[config.mk]
export PLATFORM = sky130hd
export DESIGN_NAME = autoconfig_zii_chain
export DESIGN_NICKNAME = d
export VERILOG_FILES = /design/src/rtl/autoconfig_pkg.sv /design/src/rtl/autoconfig_nibble_rom.sv /design/src/rtl/autoconfig_zii_chain.sv
export SDC_FILE = /design/constraint.sdc
export NUM_CORES = 1
export LEC_CHECK = 0
export ABC_AREA = 1
export CAP_MARGIN = 40
export CORE_UTILIZATION = 44
export DETAILED_ROUTE_END_ITERATION = 6
export HOLD_SLACK_MARGIN = 0.03
export PLACE_DENSITY_LB_ADDON = 0.12
export RECOVER_POWER = 50
export SYNTH_ARGS = -nofsm -noshare
export SYNTH_HDL_FRONTEND = slang
export SYNTH_SLANG_ARGS = --single-unit
[constraint.sdc]
create_clock -name C7M -period 2 [get_ports C7M]
set_clock_uncertainty 0.15 [all_clocks]
set_input_delay 0.4 -clock C7M [delete_from_list [all_inputs] [get_ports C7M]]
set_output_delay 0.4 -clock C7M [all_outputs]
set_load 0.02 [all_outputs]
[src/rtl/autoconfig_pkg.sv]
// autoconfig_pkg: register offsets, er_Type constants, size codes and FSM states for the Zorro II AutoConfig chain
package autoconfig_pkg;

   // Offsets are A6..A1, i.e. the byte offset within $E8xxxx shifted right by one
   localparam logic [5:0] OFF_ER_TYPE  = 6'h00;
   localparam logic [5:0] OFF_ER_SIZE  = 6'h01;
   localparam logic [5:0] OFF_PROD_HI  = 6'h02;
   localparam logic [5:0] OFF_PROD_LO  = 6'h03;
   localparam logic [5:0] OFF_ER_FLAGS = 6'h04;
   localparam logic [5:0] OFF_MFG      = 6'h08;
   localparam logic [5:0] OFF_SERIAL   = 6'h0C;
   localparam logic [5:0] OFF_ROM      = 6'h14;
   localparam logic [5:0] OFF_CTRL_0   = 6'h20;
   localparam logic [5:0] OFF_CTRL_1   = 6'h21;
   localparam logic [5:0] OFF_BASE_HI  = 6'h24;
   localparam logic [5:0] OFF_BASE_LO  = 6'h25;
   localparam logic [5:0] OFF_SHUTUP   = 6'h26;

   localparam logic [1:0] ERT_ZORRO_II = 2'b11;
   localparam logic [3:0] ER_FLAGS     = 4'b1100;

   typedef enum logic [2:0] {
      SIZE_8M   = 3'b000,
      SIZE_64K  = 3'b001,
      SIZE_128K = 3'b010,
      SIZE_256K = 3'b011,
      SIZE_512K = 3'b100,
      SIZE_1M   = 3'b101,
      SIZE_2M   = 3'b110,
      SIZE_4M   = 3'b111
   } size_code_t;

   typedef enum logic [1:0] {ST_SELECT, ST_ACTIVE, ST_WAIT_AS, ST_DONE} state_t;

   function automatic logic [3:0] nib16(input logic [15:0] v, input logic [1:0] k);
      return v[15-4*k -: 4];
   endfunction

   function automatic logic [3:0] nib32(input logic [31:0] v, input logic [2:0] k);
      return v[31-4*k -: 4];
   endfunction

endpackage

[src/rtl/autoconfig_nibble_rom.sv]
// autoconfig_nibble_rom: combinational AutoConfig register nibble for the board selected by cur
module autoconfig_nibble_rom
   import autoconfig_pkg::*;
#(
   parameter int                      NUM_BOARDS  = 2,
   parameter int                      CW          = 2,
   parameter logic [15:0]             MFG_ID      = 16'h082C,
   parameter logic [31:0]             SERIAL      = 32'h0,
   parameter logic [8*NUM_BOARDS-1:0]  PROD_IDS    = {8'd6, 8'd8},
   parameter logic [3*NUM_BOARDS-1:0]  SIZE_CODES  = {3'b001, 3'b000},
   parameter logic [NUM_BOARDS-1:0]    MEMLIST     = 2'b01,
   parameter logic [NUM_BOARDS-1:0]    ROM_VALID   = 2'b10,
   parameter logic [16*NUM_BOARDS-1:0] ROM_OFFSETS = {16'h0001, 16'h0}
)(
   input  logic [5:0]    a_low,
   input  logic [CW-1:0] cur,
   output logic [3:0]    nibble
);

   logic [7:0]  prod;
   logic [2:0]  size;
   logic        ml;
   logic        rv;
   logic [15:0] rom;
   logic [2:0]  sk;

   // Pick the current board's parameter slice
   always_comb begin
      prod = '0;
      size = '0;
      ml   = 1'b0;
      rv   = 1'b0;
      rom  = '0;
      for (int i = 0; i < NUM_BOARDS; i++)
         if (cur == CW'(i)) begin
            prod = PROD_IDS[8*i +: 8];
            size = SIZE_CODES[3*i +: 3];
            ml   = MEMLIST[i];
            rv   = ROM_VALID[i];
            rom  = ROM_OFFSETS[16*i +: 16];
         end
   end

   // Serial nibbles span $0C..$13, so the index is taken modulo 8
   assign sk = a_low[2:0] - OFF_SERIAL[2:0];

   // Everything except er_Type/size and the control pair reads back inverted
   always_comb begin
      nibble = (a_low == OFF_ER_TYPE)                     ? {ERT_ZORRO_II, ml, rv} :
               (a_low == OFF_ER_SIZE)                     ? {1'b0, size} :
               (a_low == OFF_PROD_HI)                     ? ~prod[7:4] :
               (a_low == OFF_PROD_LO)                     ? ~prod[3:0] :
               (a_low == OFF_ER_FLAGS)                    ? ~ER_FLAGS :
               (a_low[5:2] == OFF_MFG[5:2])               ? ~nib16(MFG_ID, a_low[1:0]) :
               (a_low >= OFF_SERIAL && a_low < OFF_ROM)   ? ~nib32(SERIAL, sk) :
               (a_low[5:2] == OFF_ROM[5:2])               ? (rv ? ~nib16(rom, a_low[1:0]) : 4'hF) :
               (a_low == OFF_CTRL_0 || a_low == OFF_CTRL_1) ? 4'h0 : 4'hF;
   end

endmodule

[src/rtl/autoconfig_zii_chain.sv]
// autoconfig_zii_chain: presents NUM_BOARDS logical Zorro II boards in turn at $E8xxxx and captures their bases
module autoconfig_zii_chain
   import autoconfig_pkg::*;
#(
   parameter int                      NUM_BOARDS  = 2,
   parameter logic [15:0]             MFG_ID      = 16'h082C,
   parameter logic [31:0]             SERIAL      = 32'h0,
   parameter logic [8*NUM_BOARDS-1:0]  PROD_IDS    = {8'd6, 8'd8},
   parameter logic [3*NUM_BOARDS-1:0]  SIZE_CODES  = {3'b001, 3'b000},
   parameter logic [NUM_BOARDS-1:0]    MEMLIST     = 2'b01,
   parameter logic [NUM_BOARDS-1:0]    ROM_VALID   = 2'b10,
   parameter logic [16*NUM_BOARDS-1:0] ROM_OFFSETS = {16'h0001, 16'h0}
)(
   input  logic                      C7M,
   input  logic                      RESET_n,
   input  logic                      CFGIN_n,
   input  logic                      AS_CPU_n,
   input  logic                      DS_n,
   input  logic                      RW_n,
   input  logic [7:0]                A_HIGH,
   input  logic [5:0]                A_LOW,
   input  logic [NUM_BOARDS-1:0]     BOARD_EN,
   input  logic [15:0]               data_in,
   output logic [15:0]               data_out,
   output logic                      data_oe,
   output logic [8*NUM_BOARDS-1:0]   BASE,
   output logic [NUM_BOARDS-1:0]     CONFIGURED_n,
   output logic                      CFGOUT_n
);

   localparam int CW = $clog2(NUM_BOARDS + 1);

   state_t        state;
   logic [CW-1:0] cur;
   logic [CW-1:0] sel_idx;
   logic          sel_found;
   logic [3:0]    lo_stage;
   logic [3:0]    nib_q;
   logic [3:0]    rom_nib;
   logic          as_meta;
   logic          as_s;
   logic          as_d;
   logic          access;
   logic          rd;
   logic          wr;
   logic          unused_data;

   assign unused_data = ^data_in[11:0];
   assign access      = !CFGIN_n && state == ST_ACTIVE && A_HIGH == 8'hE8 && !AS_CPU_n;
   assign rd          = access && !DS_n && RW_n;
   assign wr          = access && !DS_n && !RW_n;
   assign data_oe     = rd;
   assign data_out    = {nib_q, 12'd0};

   autoconfig_nibble_rom #(
      .NUM_BOARDS (NUM_BOARDS),
      .CW         (CW),
      .MFG_ID     (MFG_ID),
      .SERIAL     (SERIAL),
      .PROD_IDS   (PROD_IDS),
      .SIZE_CODES (SIZE_CODES),
      .MEMLIST    (MEMLIST),
      .ROM_VALID  (ROM_VALID),
      .ROM_OFFSETS(ROM_OFFSETS)
   ) u_rom (
      .a_low (A_LOW),
      .cur   (cur),
      .nibble(rom_nib)
   );

   // Lowest enabled board at or above cur; descending scan leaves the lowest hit
   always_comb begin
      sel_found = 1'b0;
      sel_idx   = cur;
      for (int i = NUM_BOARDS - 1; i >= 0; i--)
         if (CW'(i) >= cur && BOARD_EN[i]) begin
            sel_found = 1'b1;
            sel_idx   = CW'(i);
         end
   end

   // Two-flop synchroniser plus a delayed copy for AS rising-edge detection
   always_ff @(posedge C7M or negedge RESET_n) begin
      if (!RESET_n) begin
         as_meta <= 1'b1;
         as_s    <= 1'b1;
         as_d    <= 1'b1;
      end else begin
         as_meta <= AS_CPU_n;
         as_s    <= as_meta;
         as_d    <= as_s;
      end
   end

   // Read nibble is captured while a read is in progress and held afterwards
   always_ff @(posedge C7M or negedge RESET_n) begin
      if (!RESET_n)
         nib_q <= 4'hF;
      else if (rd)
         nib_q <= rom_nib;
   end

   // Chain sequencer: select board, answer, wait for end of strobe, advance
   always_ff @(posedge C7M or negedge RESET_n) begin
      if (!RESET_n) begin
         state        <= ST_SELECT;
         cur          <= '0;
         lo_stage     <= 4'h0;
         BASE         <= '0;
         CONFIGURED_n <= '1;
         CFGOUT_n     <= 1'b1;
      end else begin
         case (state)
            ST_SELECT: begin
               cur      <= sel_idx;
               state    <= sel_found ? ST_ACTIVE : ST_DONE;
               CFGOUT_n <= sel_found;
            end
            ST_ACTIVE: begin
               if (wr && A_LOW == OFF_BASE_LO)
                  lo_stage <= data_in[15:12];
               if (wr && A_LOW == OFF_BASE_HI) begin
                  for (int i = 0; i < NUM_BOARDS; i++)
                     if (cur == CW'(i)) begin
                        BASE[8*i +: 8]  <= {data_in[15:12], lo_stage};
                        CONFIGURED_n[i] <= 1'b0;
                     end
                  state <= ST_WAIT_AS;
               end
               if (wr && A_LOW == OFF_SHUTUP)
                  state <= ST_WAIT_AS;
            end
            ST_WAIT_AS: begin
               if (as_s && !as_d) begin
                  cur      <= cur + 1'b1;
                  lo_stage <= 4'h0;
                  state    <= ST_SELECT;
               end
            end
            ST_DONE: CFGOUT_n <= 1'b0;
         endcase
      end
   end

endmodule

# [After elaboration in Yosys (flattened, before gate mapping)]
# Index checks and enable logic that the tools add are counted.
[op_classes] order_cmp=4 bitwise_logic=5 mul=0 reduce_logical=31 n_eq_ne=20 div=0 n_shift=3 n_mux=32 add_sub_neg=4
[ops] cell="4-bit two-way mux" n=14
[ops] cell="35-bit by 33-bit indexed part select with 4-bit output, first input constant" n=1
[ops] cell="19-bit by 33-bit indexed part select with 4-bit output" n=1
[ops] cell="19-bit by 33-bit indexed part select with 4-bit output, first input constant" n=1
[ops] cell="6-bit equality test, second input constant" n=5
[ops] cell="4-bit NOT" n=4
[ops] cell="3-bit AND reduction" n=5
[ops] cell="2-bit two-way mux" n=7
[ops] cell="1-bit logical AND" n=13
[ops] cell="6-bit by 2-bit equality test with 1-bit output, second input constant" n=2
[ops] cell="8-bit equality test, second input constant" n=1
[ops] cell="4-bit one-hot mux with 2 select lines" n=1
[ops] cell="1-bit two-way mux" n=7
[ops] cell="6-bit by 1-bit equality test with 1-bit output, second input constant" n=1
[ops] cell="6-bit by 3-bit equality test with 1-bit output, second input constant" n=1
[ops] cell="6-bit by 4-bit >= comparator with 1-bit output, second input constant" n=1
[ops] cell="6-bit zero test" n=1
[ops] cell="6-bit by 5-bit less-than comparator with 1-bit output, second input constant" n=1
[ops] cell="2-bit one-hot mux with 3 select lines" n=1
[ops] cell="2-bit nonzero test" n=3
[ops] cell="5-bit by 5-bit subtractor with 6-bit output, first input constant" n=1
[ops] cell="1-bit zero test" n=5
[ops] cell="4-bit by 4-bit subtractor with 5-bit output, first input constant" n=1
[ops] cell="2-bit by 1-bit equality test with 1-bit output, second input constant" n=2
[ops] cell="16 further kinds" n=19
[totals] ramBits=0 mem_bits_ro=0 ff_bits=34 mem_count=0 latchBits=0 input_bits=38 output_inout_bits=36 wordCells=111

# [Longest topological paths before layout]
# Gate-level depths: netlist (run 1).
[logic_depth] ltp_word=13 depth_mapped=11

# [Cells and area by module]
# Synthesis (run 1) repeated with hierarchy kept, for this count alone.
[unflattened] hier_cells=259 area_unflattened_um2=2038.2
[modules_own_cells] mod="autoconfig_zii_chain" area_each_um2=1818.0 seq_area_each_um2=863.3 n_inst=1 cells_per_inst=211
[modules_own_cells] mod="autoconfig_nibble_rom" area_each_um2=220.2 seq_area_each_um2=0.0 n_inst=1 cells_per_inst=48

# [Worst setup path before layout (run 1)]
# Ideal clock, no wire load.
[synth_path] path_kind="reg2reg" start="reg state[1]" end="reg BASE[12]" setup_time_ps=119 path_stages_with_launch=11 t_arrival_ps=1512 required_ps=1731 synth_period_minus_slack_ps=1781 setup_slack_ps=219 cell_sequence="dfrtp_1 > inv_1 > ha_1 > inv_2 > nor3_4 > nand3_2 > nor2_4 > nand3_4 > buf_6 > nand2_1 > o21ai_2"
[synth_between] elab_chain_len=8
[synth_rtl] element="start: declaration" line_no="autoconfig_zii_chain.sv:33" text="state_t state;"
[synth_rtl] element="start signal: assignment" line_no="autoconfig_zii_chain.sv:116" text="state <= sel_found ? ST_ACTIVE : ST_DONE;"
[synth_rtl] element="2-bit by 1-bit equality test with 1-bit output (*)" line_no="autoconfig_zii_chain.sv:49, autoconfig_zii_chain.sv:113"
[synth_rtl] element="1-bit logical AND (3 in a row)" line_no="autoconfig_zii_chain.sv:49" text="assign access = !CFGIN_n && state == ST_ACTIVE && A_HIGH == 8'hE8 && !AS_CPU_n;"
[synth_rtl] element="1-bit logical AND (2 in a row)" line_no="autoconfig_zii_chain.sv:51" text="assign wr = access && !DS_n && !RW_n;"
[synth_rtl] element="1-bit logical AND" line_no="autoconfig_zii_chain.sv:122" text="if (wr && A_LOW == OFF_BASE_HI) begin"
[synth_rtl] element="3-bit AND reduction (no source line) (*)"
[synth_rtl] element="end signal: indexed assignment" line_no="autoconfig_zii_chain.sv:125" text="BASE[8*i +: 8] <= {data_in[15:12], lo_stage};"
[synth_rtl] element="end: declaration" line_no="autoconfig_zii_chain.sv:26" text="output logic [8*NUM_BOARDS-1:0] BASE,"
# Mark *: on every way between the ends. The rest lies on a longest branch, timed or not.
# A chain may end at the register's enable or synchronous reset.

# [Worst setup path in the final report (run 1)]
[layout_path] start="in AS_CPU_n" end="reg nib_q[3]"
[layout_between] elab_chain_len=4
[layout_rtl] element="start: declaration" line_no="autoconfig_zii_chain.sv:17" text="input logic AS_CPU_n,"
[layout_rtl] element="1-bit zero test" line_no="autoconfig_zii_chain.sv:49"
[layout_rtl] element="1-bit logical AND" line_no="autoconfig_zii_chain.sv:49"
[layout_rtl] element="1-bit logical AND (2 in a row)" line_no="autoconfig_zii_chain.sv:50" text="assign rd = access && !DS_n && RW_n;"
[layout_rtl] element="end signal: assignment" line_no="autoconfig_zii_chain.sv:100" text="nib_q <= rom_nib;"
[layout_rtl] element="end: declaration" line_no="autoconfig_zii_chain.sv:38" text="logic [3:0] nib_q;"
# Every way passes these cells.

==> summary.txt, run 1 <==
Worst setup path
  – Largest fanout on the critical path: 2
  – Reg2reg end: nib_q[3]$_DFFE_PN1P_
  – Setup CP Type: primary input to flip-flop
  – Worst path arrival time: roughly 2.1 ns
  – Crit path capture type: flip-flop
  – CP Data Required Time: 2.06 ns
  – Startpoint Class: primary input
  – Flop-to-flop setup slack: approximately 0.080 ns
  – Worst R2R Start: state[1]$_DFFE_PN0P_
  – Crit path to: nib_q[3]$_DFFE_PN1P_
  – Worst Setup SP: AS_CPU_n
  – Reg2Reg Depth: 13

Logic synthesis
  – EDFF count, synth: 0
  – Yosys top cell by area: dfrtp_1
  – Distinct cells, synth: 29
  – Synth area leaders: dfrtp_1 (30%), dfstp_2 (13%), nand2_1 (12%)
  – Post-synthesis instance area: between 1500 and 2000 um^2
  – Count leader, synth: nand2_1
  – Warnings, synthesis: 0
  – Synth Register Bits: 34
  – Ys flop type: dfrtp_1
  – Average size of a mapped cell: ~7.9 um^2
  – Synth Instances: ~250
  – Ys async rst share: 1.000
  – Synth top cells by count: nand2_1 (64), inv_1 (38), dfrtp_1 (24), nor2_1 (20), nand3_1 (17)
  – Sequential-to-total area share from yosys stat: 0.4362
  – Post-synth top area share: 0.3034

STA
  – Worst-Margin Slew: slightly above 0.8 ns
  – Fmax: 501.0 MHz
  – Final Hold Violating Endpoints: 0
  – Crit share post-route: 0.9979
  – Worst Hold Slack: ~0.21 ns
  – Post-route minimum period: between 1.5 and 2 ns
  – Unrepaired setup endpoints after global routing: true
  – Max-slew violations: 0
  – Slew margin rel.: 0.4549
  – Final setup viols: 0

Placement
  – Port bufs: just under 50
  – Final HPWL DP: approximately 3200 um
  – DP Area: 2646 um^2
  – Placed Cells: 373
  – RePlAce Congestion: about 0.86

Worst hold path
  – HP Class: flip-flop to flip-flop

GRT
  – Pin count of the biggest net entering global routing: 35
  – Initial antenna violation count: 0
  – First-pass GRT wire length: roughly 7600 um
  – Gr usage total: 0.2023
  – GR Overflow Total: 0
  – Vias in the first global route: between 1.5k and 2k

Final layout
  – Multi-input logic area: approximately 1000 um^2
  – Register Area: 863.3 um^2
  – Fin util: 0.6843
  – Finished Cell Area: approximately 3000 um^2
  – ANT cells: 0
  – Area grow syn2layout: 49.49%
  – Nets@finish: approximately 390
  – Fill count: between 300 and 400
  – Final std cells w/o fill: 401
  – Proportion of layout cells with a drive suffix above 1: 0.2665

Detailed routing
  – Final ANT Viol Nets: 0
  – DRT Pass-1 Iters: 4
  – Vias/cell: between 4 and 5
  – DRT Wirelength: 4855 um
  – Wire length per cell: 12.11 um
  – Number of DRC markers in iteration 0: 89
  – Vias: 1891
  – Drt drc: 0

Run
  – Max-Cap Viols: 0

Power
  – Max IR drop VDD: around 0.38 mV
  – Pwr Density: around 460 nW/um^2
  – Lkg Pwr: about 1.5 nW
  – Power, Total: about 1.4 mW

Clocking
  – CTS max path bufs: 2
  – Clk pin slew, worst setup/hold paths: about 0.070 ns
  – H-Tree Depth: 2
  – Worst-Skew Late Latency: between 0.2 and 0.3 ns
  – TritonCTS buffer count: 5
  – Sink Count: 34
  – CTS Hold Bufs: 0
  – TritonCTS clock tree: yes
  – CTS root buf: clkbuf_8

Floorplanning
  – Die width: roughly 70 um
  – Rows: 24
  – Num ports: 74
  – Die area: around 4800 um^2
  – Die Height: approximately 69 um
  – CORE AREA: around 4300 um^2
  – Initial Util: 0.4578

Status
  – Status: finished clean
==> worst max-delay path: stages <==
cell,delay (ns)
clkdlybuf4s50_1,0.49
inv_2,0.06
nand2_1,0.06
nor2_2,0.04
nand4_1,0.10
inv_2,0.06
buf_4,0.12
buf_4,0.12
buf_4,0.12
buf_4,0.12
buf_4,0.12
buf_4,0.12
a2bb2oi_2,0.12
==> kinds of logic after synthesis <==
group / Yosys count / synth area share
compound gates: 35 / 0.1043
fa+ha+maj: 6 / 0.03793
buf+inv: 55 / 0.1353
flops: 34 / 0.4362
other cells: 1 / 0.001895
simple gates: 120 / 0.2845
==> where the power goes <==
group / switching [mW] / internal (mW) / total [mW]
logic: 0.0889 / 0.0756 / 0.164
clock network: 0.233 / 0.281 / 0.513
registers: 0.00113 / 0.694 / 0.695
total: 0.323 / 1.05 / 1.37
==> how the worst min path moves through the flow <==
stage | start | to | cells after the start
3_5_place_dp | as_meta$_DFF_PN1_ | as_s$_DFF_PN1_ | 0
2_1_floorplan | RESET_n | BASE[0]$_DFFE_PN0P_ | 0
4_1_cts | as_meta$_DFF_PN1_ | as_s$_DFF_PN1_ | 0
5_1_grt | as_meta$_DFF_PN1_ | as_s$_DFF_PN1_ | 0
6_report | as_meta$_DFF_PN1_ | as_s$_DFF_PN1_ | 0
3_3_place_gp | as_meta$_DFF_PN1_ | as_s$_DFF_PN1_ | 0
==> layer usage <==
metal	vias to the layer above	routed length, um	track usage
met5	-	0	0
met4	0	53	0.06122
met3	4	218	0.04825
met2	50	2459	0.3376
met1	856	2123	0.2595
li1	981	-	-
==> repair_timing <==
| action | 4_1_cts | 5_1_grt |
|---|---|---|
| resized for setup | 17 | 17 |
| pin swaps | 5 | 7 |
| cloned | 0 | 3 |
| endpoints found under the setup margin | 1 | 23 |
| buffers inserted | 15 | 2 |
==> cell type report <==
| type | count | area share |
|---|---|---|
| clock buffers | 8 | 0.03044 |
| inverters | 40 | 0.05074 |
| multi-input cells | 176 | 0.3340 |
| flip-flops and latches | 34 | 0.2918 |
| well taps | 52 | 0.02199 |
| repair buffers | 91 | 0.2710 |
==> flip-flops by register name, indices dropped and copies added, names as in the netlist <==
register and count:
CONFIGURED_n 2, cur 2, state 2, lo_stage 4, as_d 1, CFGOUT_n 1, as_meta 1, BASE 16
as_s 1, nib_q 4
==> per-stage QoR <==
stage	setup TNS [ns]	setup WS [ns]
CTS	0	0.004333
global placement	-4.108	-0.5380
floorplan	0	0.2189
global route	-0.1202	-0.07454
detailed placement	-4.765	-0.5564
finish	0	0.004167
==> cell usage in the layout, fill, tap and decap left out, types with 6 or more instances in the layout <==
cell / instances
nand4_1: 6
conb_1: 12
o21ai_2: 10
dfstp_2: 10
dfrtp_1: 24
o21ai_1: 8
buf_4: 38
nand2_1: 62
inv_1: 34
clkdlybuf4s50_1: 37
inv_2: 6
o21ai_0: 10
nor2_1: 19
nand3_4: 6
nand3_1: 17
clkbuf_8: 6
Note: power is estimated with default switching activity, not from simulation.
==> inputs of run 2 (changes only) <==
CORE_UTILIZATION = 45   (was 44)
clock period = 2.5 ns   (was 2 ns; I/O delays follow)
==> run 2 against run 1 <==
Compared with the run above:
- sequential power decreased by 20%
- utilization shrank 4.3 points
- critical path depth down 6
- non-clock buffer count shrank 29
- largest cell class unchanged
- largest power group unchanged
==> summary.txt, run 2 (synthesis results as in run 1) <==
Clocking
  – Sink Count: 34 (unchanged)
  – CTS root buf: clkbuf_8
  – CTS max path bufs: 2 (unchanged)
  – TritonCTS clock tree: yes
  – Worst-Skew Late Latency: 0.28 ns (about the same)
  – TritonCTS buffer count: 5 (unchanged)
  – Clk pin slew, worst setup/hold paths: 0.06 ns (about the same)
  – CTS Hold Bufs: 0 (unchanged)
  – Postcts setup bufs: 0 (-15)
  – H-Tree Depth: 2 (unchanged)

Final layout
  – Most frequent cells in the layout: nand2_1 (64), clkdlybuf4s50_1 (39), inv_1 (38)
  – Max reg flops: 16 (unchanged)
  – Nets@finish: 360 (-8.2%)
  – Biggest register: BASE
  – Area grow syn2layout: 33.25%
  – Biggest regs: BASE (16), lo_stage (4), nib_q (4)
  – Proportion of layout cells with a drive suffix above 1: 0.1514 (-0.1151)
  – ANT cells: 0 (unchanged)
  – Commonest non-fill, non-tap cell in the layout: nand2_1

Detailed routing
  – Drt drc: 0 (unchanged)
  – DRT Wirelength: 4090 um (-16%)
  – Final ANT Viol Nets: 0 (unchanged)
  – Wire length per cell: 11.14 um (-8.0%)
  – Vias/cell: 4.744 (+0.60%)
  – Number of DRC markers in iteration 0: 116 (+30%)
  – DRT Pass-1 Iters: 4 (unchanged)
  – Vias: 1741 (-7.9%)

Power
  – Lkg Pwr: 1.312 nW (-10%)
  – Max IR drop VDD: 0.3715 mV (-2.8%)
  – Pwr Density: 409.8 nW/um^2 (-12%)

Floorplanning
  – Num ports: 74 (unchanged)
  – CORE AREA: 4115 um^2 (-4.8%)
  – Die area: 4668 um^2 (-2.2%)
  – Die Height: 68.32 um (-1.1%)
  – Initial Util: 0.4810 (+0.02324)
  – Die width: 68.32 um (-1.1%)
  – Rows: 23 (-4.2%)

STA
  – Final Hold Violating Endpoints: 0 (unchanged)
  – Final setup viols: 0 (unchanged)
  – Fmax: 442.5 MHz
  – Unrepaired setup endpoints after global routing: false
  – Setup TNS: 0 ns (unchanged)
  – Worst-Margin Slew: 0.8161 ns (-0.001521 ns)
  – Max-slew violations: 0 (unchanged)
  – Worst Hold Slack: 0.2123 ns (+0.003808 ns)
  – Slew margin rel.: 0.4560 (+0.001013)
  – Post-route minimum period: around 2.3 ns
  – Crit share post-route: 0.9039

Placement
  – Port bufs: 49 (unchanged)
  – RePlAce Congestion: 0.8327 (-3.1%)
  – Final HPWL DP: 3209 um (-0.59%)

Status
  – Status: finished clean

Worst setup path
  – Bufs and invs on worst path: 4 (-5)
  – Worst Setup SP: AS_CPU_n
  – Startpoint Class: primary input
  – Reg2Reg Depth: 9 (-4)
  – Largest fanout on the critical path: 2 (unchanged)
  – CP Data Required Time: 1.85 ns (-0.21 ns)
  – CP delay by family, top: buffers and inverters
  – CP max-delay cell: clkdlybuf4s50_1
  – Number of stages on the worst setup path: 7 (-6)
  – Crit path capture type: output pin
  – CP cell instances: clkdlybuf4s50_1, inv_1, nand2_1, nor2_1, nand4_1, inv_1, clkbuf_2
  – Worst path arrival time: 1.61 ns (-0.45 ns)
  – Slowest Stage Delay on Critical Path: 0.43 ns (-0.06 ns)
  – Worst R2R Start: cur[0]$_DFFE_PN0P_
  – Most Frequent Cell on Critical Path: inv_1
  – Setup CP Type: primary input to output pin

GRT
  – Pin count of the biggest net entering global routing: 35 (unchanged)
  – First-pass GRT wire length: 6906 um (-9.3%)
  – Gr usage total: 0.1997 (-0.002536)
  – GR Overflow Total: 0 (unchanged)
  – Initial antenna violation count: 0 (unchanged)
  – Vias in the first global route: 1598 (-6.5%)

Worst hold path
  – HP Class: flip-flop to flip-flop
  – HP Start: as_meta$_DFF_PN1_
  – WHS Path Cells: 0 (unchanged)

Run
  – Max-Cap Viols: 0 (unchanged)
[run 2: cell count changes in the layout (fill, tap and decap cells not counted), sizes merged]
cell and change:
dlymetal6s2s -2, clkdlybuf4s50 +2, dlygate4sd2 -4, buf -29, clkbuf -2, nand3 -3
dlygate4sd3 +5, clkinv +1
[run 2: worst paths after layout]
check / to / slack (ns)
worst max-delay path: data_oe / 0.24
worst min-delay path: as_s$_DFF_PN1_ / 0.21
worst max register to register: cur[1]$_DFFE_PN0P_ / 0.53
worst min register to register: as_s$_DFF_PN1_ / 0.21
max in group asynchronous: state[1]$_DFFE_PN0P_ / 0.99
min in group asynchronous: BASE[7]$_DFFE_PN0P_ / 0.69
[run 2: stage by stage]
step / cell area, um^2 / cells / power [mW] / setup slack (ns) / util
after floorplan: 2021 / 262 / 0.6237 / 0.6960 / -
after global placement: 2554 / 359 / 0.6819 / -0.1789 / 0.6206
after detailed placement: 2554 / 359 / 0.6828 / -0.2010 / 0.6206
after CTS: 2644 / 367 / 1.095 / 0.07667 / 0.6424
after global routing: 2638 / 367 / 1.130 / 0.1069 / 0.6409
final: 2638 / 367 / 1.081 / 0.2402 / 0.6409
[run 2: area by class of cell]
cell class	count	area, um^2
Clock buffer	7	86.33
Clock inverter	1	5.005
Fill cell	384	1478
Inverter	40	150.1
Multi-Input combinational cell	173	889.6
Sequential cell	34	863.3
Tap cell	50	62.56
Timing Repair Buffer	62	580.6
[run 2: routing by layer]
metal / track usage / wire (um)
met3: 0.05000 / 145
met1: 0.2607 / 1994
met2: 0.3260 / 1931
met5: 0 / 0
met4: 0.05469 / 19
[run 2: power by group]
part,switching (mW),internal [mW]
Combinational,0.0649,0.0512
Clock,0.187,0.222
Sequential,0.000984,0.555
Total,0.253,0.828
[run 2: what timing repair did]
| action | 4_1_cts | 5_1_grt |
|---|---|---|
| cloned | 0 | 0 |
| resized for setup | 1 | 2 |
| endpoints found under the setup margin | 1 | 1 |
==> edit, RTL diff (config.mk and constraints of run 1) <==
Put a register stage on the outputs `data_out` and `data_oe`, with the module's reset. The values now appear one clock later. The other outputs are not delayed to match.
--- a/src/rtl/autoconfig_zii_chain.sv
+++ b/src/rtl/autoconfig_zii_chain.sv
@@ -49,8 +49,15 @@
    assign access      = !CFGIN_n && state == ST_ACTIVE && A_HIGH == 8'hE8 && !AS_CPU_n;
    assign rd          = access && !DS_n && RW_n;
    assign wr          = access && !DS_n && !RW_n;
-   assign data_oe     = rd;
-   assign data_out    = {nib_q, 12'd0};
+   always_ff @(posedge C7M or negedge RESET_n) begin
+      if (!RESET_n) begin
+         data_out <= '0;
+         data_oe  <= '0;
+      end else begin
+         data_out <= {nib_q, 12'd0};
+         data_oe  <= rd;
+      end
+   end
 
    autoconfig_nibble_rom #(
       .NUM_BOARDS (NUM_BOARDS),
Behaviour: not the same (Yosys sat finds a counterexample within 4 cycles, from zero or initial values and one cycle with RESET_n low).
==> edit against run 1 <==
  * Sequential cell count up 5
  * Worst hold slack better by 15 ps
  * Largest cell class unchanged
  * Sequential share of layout area up 4.4 points
  * Cell area down 0.51%
  * Worst setup slack better by 40 ps
  * Synthesized area up 8.9%
  * Wire length down 11%
Power is not compared: it rests on default switching activity, and its combinational part moved more than twofold at a synthesized area within 25%.
==> edit: results <==
[routing]
via_per_inst = 4.56
drt_iter0_markers = 78
top_layer_used = met4
wl_met1_mm = 2.12
wl_met3_um = 160
met2_length_mm = 2.01
vias = 1814
wire_per_inst_um = 10.9

[global_route]
use_met1_pct = 24.8
use_met3_pct = 3.89
met2_usage_pct = 26.8
grt_pass1_vias = 1590
grt_pass1_wl_mm = 7.04
grt_usage_pct = 17.4
grt_max_degree = 40

[clock_network]
post-cts-setup-buffers = 0
post_cts_resize_count = 0
cts_sinks = 39
holdBufCountCts = 1
numCtsBuffers = 5

[finish]
num-clock-buffers = 7
regArea_um2 = 988
largest_reg_flops = 16
clock_area_share_pct = 2.76
n_all_buffers = 73
fin_nets = 374
fillers = 426
drive_above_1_share_pct = 21.8
nNonClkInverters = 36
multi_input_cells = 175

[synth]
syn_avg_cell_area_um2 = 8.55
synth_cell_types = 27
yosysSeqAreaShare_pct = 45.9
synth_ff_type = dfrtp_1
yosys_warnings = 0
synth.top_cells.by_count = nand2_1, inv_1, dfrtp_1, nor2_1, o21ai_2
synth.area.top_cells = dfrtp_1, dfstp_2, nand2_1

[placement]
dp_worst_setup_slack_ps = -171
dp_hpwl_mm = 3.14
place.gp.congestion = 0.833
place_inst = 387
postPlaceCellArea_um2 = 2820

[sta]
relSlewSlack_pct = 36.9

[power]
total_power_mw = 2.31

[setup_path]
arrival_ps = 1410
crit_path_max_incr_delay_ps = 590

[floorplan]
well_tap_count = 67

[run_status]
status = finished clean
-- edit: cell count changes after synthesis, moves of 2 or more --
| cell | run 1 | this run |
|---|---|---|
| dfrtp_1 | 24 | 29 |
| inv_1 | 38 | 33 |
| nand3_1 | 17 | 15 |
| nor2_4 | 1 | 4 |
| nor3_1 | 2 | 0 |
| o21ai_1 | 12 | 1 |
| o21ai_2 | 6 | 16 |
-- edit: final timing paths --
path	startpoint	endpoint	slack, ps	cells after the start
hold / removal	as_meta	as_s	220	0
setup / recovery	CONFIGURED_n[0]	CONFIGURED_n[0]	40	1
max in group asynchronous	RESET_n	BASE[13]	400	3
min in group asynchronous	RESET_n	BASE[6]	720	3
setup reg to reg	cur[0]	cur[0]	160	9
hold reg to reg	as_meta	as_s	220	0
-- edit: kinds of logic after synthesis --
family          after synthesis  synth area share [%]
simple gates                120                  27.6
compound gates               35                  11.3
fa+ha+maj                     6                  3.48
flops                        39                  45.9
buf+inv                      51                  11.7
other cells                   1                 0.174
